**config.mk**
```make
export PLATFORM = sky130hd
export DESIGN_NAME = fan_speed_ctrl
export DESIGN_NICKNAME = d
export VERILOG_FILES = /design/src/rtl/fan_ctrl_pkg.sv /design/src/rtl/fan_step_calc.sv /design/src/rtl/fan_speed_ctrl.sv
export SDC_FILE = /design/constraint.sdc
export NUM_CORES = 1
export LEC_CHECK = 0
export CAP_MARGIN = 10
export CORE_MARGIN = 1
export CORE_UTILIZATION = 50
export CTS_CLUSTER_DIAMETER = 100
export CTS_CLUSTER_SIZE = 25
export DETAILED_ROUTE_END_ITERATION = 16
export GPL_ROUTABILITY_DRIVEN = 0
export PLACE_DENSITY = 0.78
export SYNTH_ARGS = -nofsm -noshare
export SYNTH_HDL_FRONTEND = slang
export SYNTH_SLANG_ARGS = --single-unit
```
**constraint.sdc**
```tcl
create_clock -name host_clk -period 3.1 [get_ports host_clk]
set_clock_uncertainty 0.1 [all_clocks]
set_input_delay 0.465 -clock host_clk [delete_from_list [all_inputs] [get_ports host_clk]]
set_output_delay 0.465 -clock host_clk [all_outputs]
set_load 0.02 [all_outputs]
```
**src/rtl/fan_ctrl_pkg.sv**
```systemverilog
// Shared definitions for the fan speed controller.
// Holds the fixed datapath widths, the full-scale duty value, the widths of
// the signed error/sum arithmetic and the controller state encoding.
package fan_ctrl_pkg;

    // Duty width must match the PWM counter width of the fan PWM/tach stage.
    localparam int DUTY_W   = 10;
    localparam int RPM_W    = 16;
    localparam int DUTY_MAX = (2 ** DUTY_W) - 1;

    // err = target - rpm needs one extra bit for the sign; the sum of duty
    // and step needs one more so the clamp sees overflow in either direction.
    localparam int ERR_W = RPM_W + 1;
    localparam int SUM_W = RPM_W + 2;

    localparam logic [DUTY_W-1:0] DUTY_FULL = DUTY_W'(DUTY_MAX);

    typedef enum logic [1:0] {
        ST_OFF   = 2'd0,
        ST_KICK  = 2'd1,
        ST_RUN   = 2'd2,
        ST_FAULT = 2'd3
    } fan_state_t;

endpackage

```
**src/rtl/fan_step_calc.sv**
```systemverilog
// Combinational integral step for the fan regulator.
// Computes err = target_rpm - rpm, step = err >>> STEP_SHIFT with a minimum
// magnitude of one count whenever err is non-zero, and returns duty + step
// clamped to [MIN_DUTY, DUTY_MAX].
// Ports:
//   duty       - current registered duty
//   rpm        - measured tach count for this window
//   target_rpm - desired tach count per window
//   next_duty  - clamped duty to load on this sample
module fan_step_calc
    import fan_ctrl_pkg::*;
#(
    parameter int MIN_DUTY   = 128,
    parameter int STEP_SHIFT = 4
) (
    input  logic [DUTY_W-1:0] duty,
    input  logic [RPM_W-1:0]  rpm,
    input  logic [RPM_W-1:0]  target_rpm,
    output logic [DUTY_W-1:0] next_duty
);

    localparam logic signed [SUM_W-1:0] MIN_S = SUM_W'(MIN_DUTY);
    localparam logic signed [SUM_W-1:0] MAX_S = SUM_W'(DUTY_MAX);

    logic signed [ERR_W-1:0] err_s;
    logic signed [ERR_W-1:0] shift_s;
    logic signed [ERR_W-1:0] step_s;
    logic signed [SUM_W-1:0] sum_s;

    // Error, floored shift, minimum-step correction, sum and clamp.
    always_comb begin
        err_s   = $signed({1'b0, target_rpm}) - $signed({1'b0, rpm});
        shift_s = err_s >>> STEP_SHIFT;
        // Small errors would otherwise shift to zero and the loop would never
        // settle on the last few counts; force a single-count nudge instead.
        if ((shift_s == {ERR_W{1'b0}}) && (err_s != {ERR_W{1'b0}})) begin
            if (err_s[ERR_W-1]) begin
                step_s = {ERR_W{1'b1}};
            end else begin
                step_s = {{(ERR_W-1){1'b0}}, 1'b1};
            end
        end else begin
            step_s = shift_s;
        end
        sum_s = $signed({{(SUM_W-DUTY_W){1'b0}}, duty})
              + $signed({{(SUM_W-ERR_W){step_s[ERR_W-1]}}, step_s});
        if (sum_s < MIN_S) begin
            next_duty = DUTY_W'(MIN_DUTY);
        end else if (sum_s > MAX_S) begin
            next_duty = DUTY_FULL;
        end else begin
            next_duty = sum_s[DUTY_W-1:0];
        end
    end

endmodule

```
**src/rtl/fan_speed_ctrl.sv**
```systemverilog
// Closed-loop fan controller producing the PWM duty (fan_speed) for the fan
// PWM/tach stage. Handles kick-start at full duty, integral regulation on
// each tach sample, stall detection into a sticky full-speed fault and a
// manual duty override.
// Ports:
//   host_clk, reset - clock and asynchronous active-high reset
//   enable          - level, 0 forces OFF
//   manual_mode     - level, 1 drives manual_duty and bypasses regulation
//   manual_duty     - duty used while manual_mode is high
//   target_rpm      - desired tach count per window, 0 turns the fan off
//   rpm_valid, rpm  - single-cycle tach sample strobe and its count
//   duty            - registered PWM duty
//   stalled         - registered, high while in FAULT
//   busy            - registered, high in KICK or RUN
module fan_speed_ctrl
    import fan_ctrl_pkg::*;
#(
    parameter int MIN_DUTY      = 128,
    parameter int START_DUTY    = 512,
    parameter int KICK_WINDOWS  = 2,
    parameter int STALL_WINDOWS = 3,
    parameter int STEP_SHIFT    = 4
) (
    input  logic              host_clk,
    input  logic              reset,
    input  logic              enable,
    input  logic              manual_mode,
    input  logic [DUTY_W-1:0] manual_duty,
    input  logic [RPM_W-1:0]  target_rpm,
    input  logic              rpm_valid,
    input  logic [RPM_W-1:0]  rpm,
    output logic [DUTY_W-1:0] duty,
    output logic              stalled,
    output logic              busy
);

    localparam int KICK_CNT_W  = $clog2(KICK_WINDOWS + 1);
    localparam int STALL_CNT_W = $clog2(STALL_WINDOWS + 1);

    fan_state_t             state_r;
    logic [DUTY_W-1:0]      duty_r;
    logic                   stalled_r;
    logic                   busy_r;
    logic [KICK_CNT_W-1:0]  kick_cnt_r;
    logic [STALL_CNT_W-1:0] stall_cnt_r;
    logic [DUTY_W-1:0]      next_duty_s;
    logic                   tgt_zero_s;

    assign tgt_zero_s = (target_rpm == {RPM_W{1'b0}});

    fan_step_calc #(
        .MIN_DUTY   (MIN_DUTY),
        .STEP_SHIFT (STEP_SHIFT)
    ) u_step (
        .duty       (duty_r),
        .rpm        (rpm),
        .target_rpm (target_rpm),
        .next_duty  (next_duty_s)
    );

    // Controller FSM; outputs are loaded from the next state on the same edge.
    always_ff @(posedge host_clk or posedge reset) begin
        if (reset) begin
            state_r     <= ST_OFF;
            duty_r      <= {DUTY_W{1'b0}};
            stalled_r   <= 1'b0;
            busy_r      <= 1'b0;
            kick_cnt_r  <= {KICK_CNT_W{1'b0}};
            stall_cnt_r <= {STALL_CNT_W{1'b0}};
        end else if (manual_mode) begin
            state_r     <= ST_OFF;
            duty_r      <= manual_duty;
            stalled_r   <= 1'b0;
            busy_r      <= 1'b0;
            kick_cnt_r  <= {KICK_CNT_W{1'b0}};
            stall_cnt_r <= {STALL_CNT_W{1'b0}};
        end else if (!enable) begin
            state_r     <= ST_OFF;
            duty_r      <= {DUTY_W{1'b0}};
            stalled_r   <= 1'b0;
            busy_r      <= 1'b0;
            kick_cnt_r  <= {KICK_CNT_W{1'b0}};
            stall_cnt_r <= {STALL_CNT_W{1'b0}};
        end else begin
            case (state_r)
                ST_OFF: begin
                    stalled_r   <= 1'b0;
                    kick_cnt_r  <= {KICK_CNT_W{1'b0}};
                    stall_cnt_r <= {STALL_CNT_W{1'b0}};
                    if (!tgt_zero_s) begin
                        state_r <= ST_KICK;
                        duty_r  <= DUTY_FULL;
                        busy_r  <= 1'b1;
                    end else begin
                        duty_r  <= {DUTY_W{1'b0}};
                        busy_r  <= 1'b0;
                    end
                end
                ST_KICK: begin
                    stalled_r   <= 1'b0;
                    stall_cnt_r <= {STALL_CNT_W{1'b0}};
                    // Turning off takes precedence over a sample on the same cycle.
                    if (tgt_zero_s) begin
                        state_r    <= ST_OFF;
                        duty_r     <= {DUTY_W{1'b0}};
                        busy_r     <= 1'b0;
                        kick_cnt_r <= {KICK_CNT_W{1'b0}};
                    end else if (rpm_valid && (kick_cnt_r == KICK_CNT_W'(KICK_WINDOWS - 1))) begin
                        state_r    <= ST_RUN;
                        duty_r     <= DUTY_W'(START_DUTY);
                        busy_r     <= 1'b1;
                        kick_cnt_r <= KICK_CNT_W'(KICK_WINDOWS);
                    end else begin
                        duty_r <= DUTY_FULL;
                        busy_r <= 1'b1;
                        if (rpm_valid && (kick_cnt_r != KICK_CNT_W'(KICK_WINDOWS))) begin
                            kick_cnt_r <= kick_cnt_r + KICK_CNT_W'(1);
                        end
                    end
                end
                ST_RUN: begin
                    if (tgt_zero_s) begin
                        state_r     <= ST_OFF;
                        duty_r      <= {DUTY_W{1'b0}};
                        stalled_r   <= 1'b0;
                        busy_r      <= 1'b0;
                        stall_cnt_r <= {STALL_CNT_W{1'b0}};
                    end else if (rpm_valid && (rpm == {RPM_W{1'b0}})
                                 && (stall_cnt_r == STALL_CNT_W'(STALL_WINDOWS - 1))) begin
                        state_r     <= ST_FAULT;
                        duty_r      <= DUTY_FULL;
                        stalled_r   <= 1'b1;
                        busy_r      <= 1'b0;
                        stall_cnt_r <= STALL_CNT_W'(STALL_WINDOWS);
                    end else if (rpm_valid) begin
                        duty_r    <= next_duty_s;
                        stalled_r <= 1'b0;
                        busy_r    <= 1'b1;
                        if (rpm != {RPM_W{1'b0}}) begin
                            stall_cnt_r <= {STALL_CNT_W{1'b0}};
                        end else if (stall_cnt_r != STALL_CNT_W'(STALL_WINDOWS)) begin
                            stall_cnt_r <= stall_cnt_r + STALL_CNT_W'(1);
                        end
                    end else begin
                        stalled_r <= 1'b0;
                        busy_r    <= 1'b1;
                    end
                end
                ST_FAULT: begin
                    // Sticky: only manual_mode, !enable or reset leave FAULT.
                    duty_r    <= DUTY_FULL;
                    stalled_r <= 1'b1;
                    busy_r    <= 1'b0;
                end
                default: begin
                    state_r     <= ST_OFF;
                    duty_r      <= {DUTY_W{1'b0}};
                    stalled_r   <= 1'b0;
                    busy_r      <= 1'b0;
                    kick_cnt_r  <= {KICK_CNT_W{1'b0}};
                    stall_cnt_r <= {STALL_CNT_W{1'b0}};
                end
            endcase
        end
    end

    assign duty    = duty_r;
    assign stalled = stalled_r;
    assign busy    = busy_r;

endmodule
```
==> key figures <==
Status
  • Status: finished, violations left
  • Failing checks: negative setup slack

Route
  • DRC Markers: 0
  • Via count: between 3000 and 4000
  • Remaining antenna violation count: 0
  • Initial drt markers: approximately 240
  • Wire per inst: 17.6 um
  • Drt first pass iters: 5
  • Vias/cell: 6.11
  • Post-Route WL: 10500 um

Clock network
  • Post-CTS Hold Buffers: 0
  • Clk_lat worst skew: approximately 0.26 ns
  • CTS tree: built
  • Clk buf depth: 2
  • H-tree levels: 1
  • Num CTS Buffers: 3
  • CTS Sinks: 18
  • CTS clk-pin slew, worst paths: about 0.07 ns
  • CTS root buffer: clkbuf_8

Timing
  • Period minus WS final: 4.79 ns
  • Tightest Pin Transition: 0.740 ns
  • Post-route setup slack: -1.69 ns
  • Period Utilization, post-route: 1.54
  • Hold Vio Cnt, Final: 0
  • Fin. max-slew vios: 0
  • FMAX: 0.209 GHz
  • Final setup viols: 10
  • Relative slew slack: 0.506
  • Unrepaired setup endpoints after global routing: true

Placed design
  • Placed Cells: 586
  • HPWL Detailed: 7240 um
  • Place WS: -2.45 ns
  • Port buffer count: 58

Critical path
  • Reg-to-reg startpoint: duty[0]
  • Crit. End Element: register
  • Critical path type: in -> reg
  • CP required: 3.13 ns
  • Worst-path maximum fanout: 7
  • CP startpoint kind: primary input
  • Worst setup path start: rpm[5]
  • Critical Path AT: ~4.8 ns

Power and ir drop
  • Net switching share of the total power: 0.420
  • Internal power: about 1.0 mW
  • Comb pwr share: 0.728
  • Leakage: 2.05 nW
  • Peak supply drop: 0.295 mV
  • Reg power frac: 0.157
  • PwrDens: 371 mW/mm2
  • Clock network fraction of total power: 0.114
  • Sw power: 0.725 mW

Final layout
  • Final cell count without fillers: between 500 and 600
  • Nets: 610
  • N_diodes: 0
  • FF+latch area: 450 um2
  • Core Util, Final: 0.852
  • Most frequent cells in the layout: buf_4 (105), clkdlybuf4s50_1 (47), nor2_1 (32), nand2_1 (27), inv_1 (25)
  • Fillers: 304
  • Area growth from synthesis to layout: 64.7%
  • Most common cell after layout, fill and taps aside: buf_4
  • Multi-input logic area: between 0.002 and 0.003 mm2
  • Layout cell share with drive strength beyond 1: 0.348

Synthesis
  • Syn Std Cell Area: ~0.0028 mm2
  • Async SR Flop Fraction: 1.00
  • Avg Cell Area, Syn: between 7 and 8 um2
  • #FFs+latches synth: 18
  • Syn_nets: roughly 450
  • Post-Syn Instances: between 300 and 400
  • EDFF count, synth: 0
  • Register area share after synthesis: 0.159
  • Top FF cell, synth: dfrtp_1
  • Yosys warns: 0
  • Synth cell types: 65

Min path
  • Hold Crit Class: reg -> reg
  • Hold_sp: stall_cnt_r[1]

Global routing
  • Largest net degree at the start of global routing: 19
  • Vias in the first global route: about 3500
  • GRT Residual Overflow: 0
  • GRT Util Overall: 0.322
  • First-pass GRT wire length: 15600 um
  • Initial antenna violation count: 0

Floorplan
  • Rows: 27
  • Initial Utilization: 0.517
  • Die ar.: approximately 0.006 mm2
  • Die H: 77.2 um
  • Ports: 59
  • Die Wd: just under 80 um
  • Core area: roughly 0.0055 mm2

Job
  • Max_cap viols: 0
==> state kept, by name, summed over array words and instances, names as in the netlist <==
name,cells
stall_cnt_r,2
state_r,2
stalled,1
kick_cnt_r,2
busy,1
duty,10
==> power by group through the flow <==
stage / combinational [mW] / sequential (mW) / clock [mW]
final: 1.26 / 0.272 / 0.197
after global routing: 1.34 / 0.273 / 0.209
after CTS: 1.16 / 0.270 / 0.200
after detailed placement: 1.09 / 0.275 / 0
after global placement: 1.06 / 0.275 / 0
after floorplan: 0.586 / 0.287 / 0
==> worst paths after layout <==
| path | end | slack [ns] | depth (start not counted) |
|---|---|---|---|
| worst max-delay path | duty[6] | -1.69 | 23 |
| worst min-delay path | stall_cnt_r[1] | 0.45 | 1 |
| worst max register to register | duty[6] | 0.37 | 11 |
| worst min register to register | stall_cnt_r[1] | 0.45 | 1 |
| max in group asynchronous | duty[5] | 1.91 | 2 |
| min in group asynchronous | duty[9] | 0.53 | 2 |
==> metal layers <==
| layer | track usage | wire length, um |
|---|---|---|
| met1 | 0.395 | 4270 |
| met2 | 0.569 | 5140 |
| met5 | 0 | 0 |
| met3 | 0.0274 | 658 |
| met4 | 0.138 | 469 |
==> metrics by stage <==
stage               power, mW  hold slack (ns)  cell area (um2)  setup TNS, ns
floorplan               0.873            0.304             2910         -13.15
global placement         1.34            0.422             4290         -21.61
detailed placement       1.36            0.437             4290         -23.75
CTS                      1.63            0.459             4530         -15.01
global route             1.82            0.478             4660         -18.58
finish                   1.73            0.454             4660         -16.46
==> worst max-delay path, cell delays in order <==
cell             delay (ns)
clkdlybuf4s50_1        0.52
inv_2                  0.07
ha_4                   0.28
o21a_1                 0.14
nor2_2                 0.06
a211oi_4               0.36
buf_4                  0.18
buf_4                  0.10
nor2_1                 0.04
or4_1                  0.39
nor4_1                 0.25
a31o_1                 0.20
ha_2                   0.19
fa_2                   0.23
a211oi_4               0.07
o21ai_2                0.24
nand2_2                0.12
nor3_2                 0.12
o21a_1                 0.14
o211ai_1               0.08
buf_4                  0.16
a31oi_4                0.26
o221ai_1               0.15
==> timing repair <==
| item | CTS | global route |
|---|---|---|
| gates resized for setup | 53 | 25 |
| pin swaps | 38 | 11 |
| setup buffers | 7 | 1 |
| setup endpoints to repair | 10 | 10 |
==> Yosys cell counts (3+ instances only) <==
cell type / number / area (um2)
nor2_1: 39 / 146
a21o_1: 9 / 67.6
nor2b_1: 3 / 18.8
ha_1: 34 / 425
a211o_1: 3 / 26.3
o21ai_0: 23 / 115
dfrtp_1: 18 / 450
xor2_1: 5 / 43.8
nand4_1: 3 / 18.8
inv_1: 31 / 116
a22oi_1: 3 / 22.5
nor3_1: 7 / 35.0
and2_1: 4 / 25.0
nand3_1: 9 / 45.0
nand2_1: 28 / 105
xnor2_1: 13 / 114
a31oi_1: 4 / 25.0
or4_1: 4 / 30.0
clkbuf_1: 5 / 18.8
o221ai_1: 4 / 35.0
o21a_1: 5 / 37.5
o2111ai_1: 4 / 35.0
nand2b_1: 6 / 37.5
nor4_1: 7 / 43.8
a211oi_1: 9 / 67.6
a21oi_1: 25 / 125
o21bai_1: 3 / 22.5
o211ai_1: 10 / 75.1
==> cells by family after synthesis <==
kind of cell	Yosys count	share of synthesized area
simple gates	127	0.227
compound gates	126	0.333
buf+inv	39	0.0570
fa+ha+maj	36	0.164
xor+xnor	18	0.0557
flops	18	0.159
mux	1	0.00398
==> layout make-up <==
type / count / share of cell area
timing repair buffer: 165 / 0.300
sequential: 18 / 0.0966
tap: 72 / 0.0193
multi-input combinational: 308 / 0.544
clock buffer: 4 / 0.0118
inverter: 31 / 0.0277
Note: power is estimated with default switching activity, not from simulation.
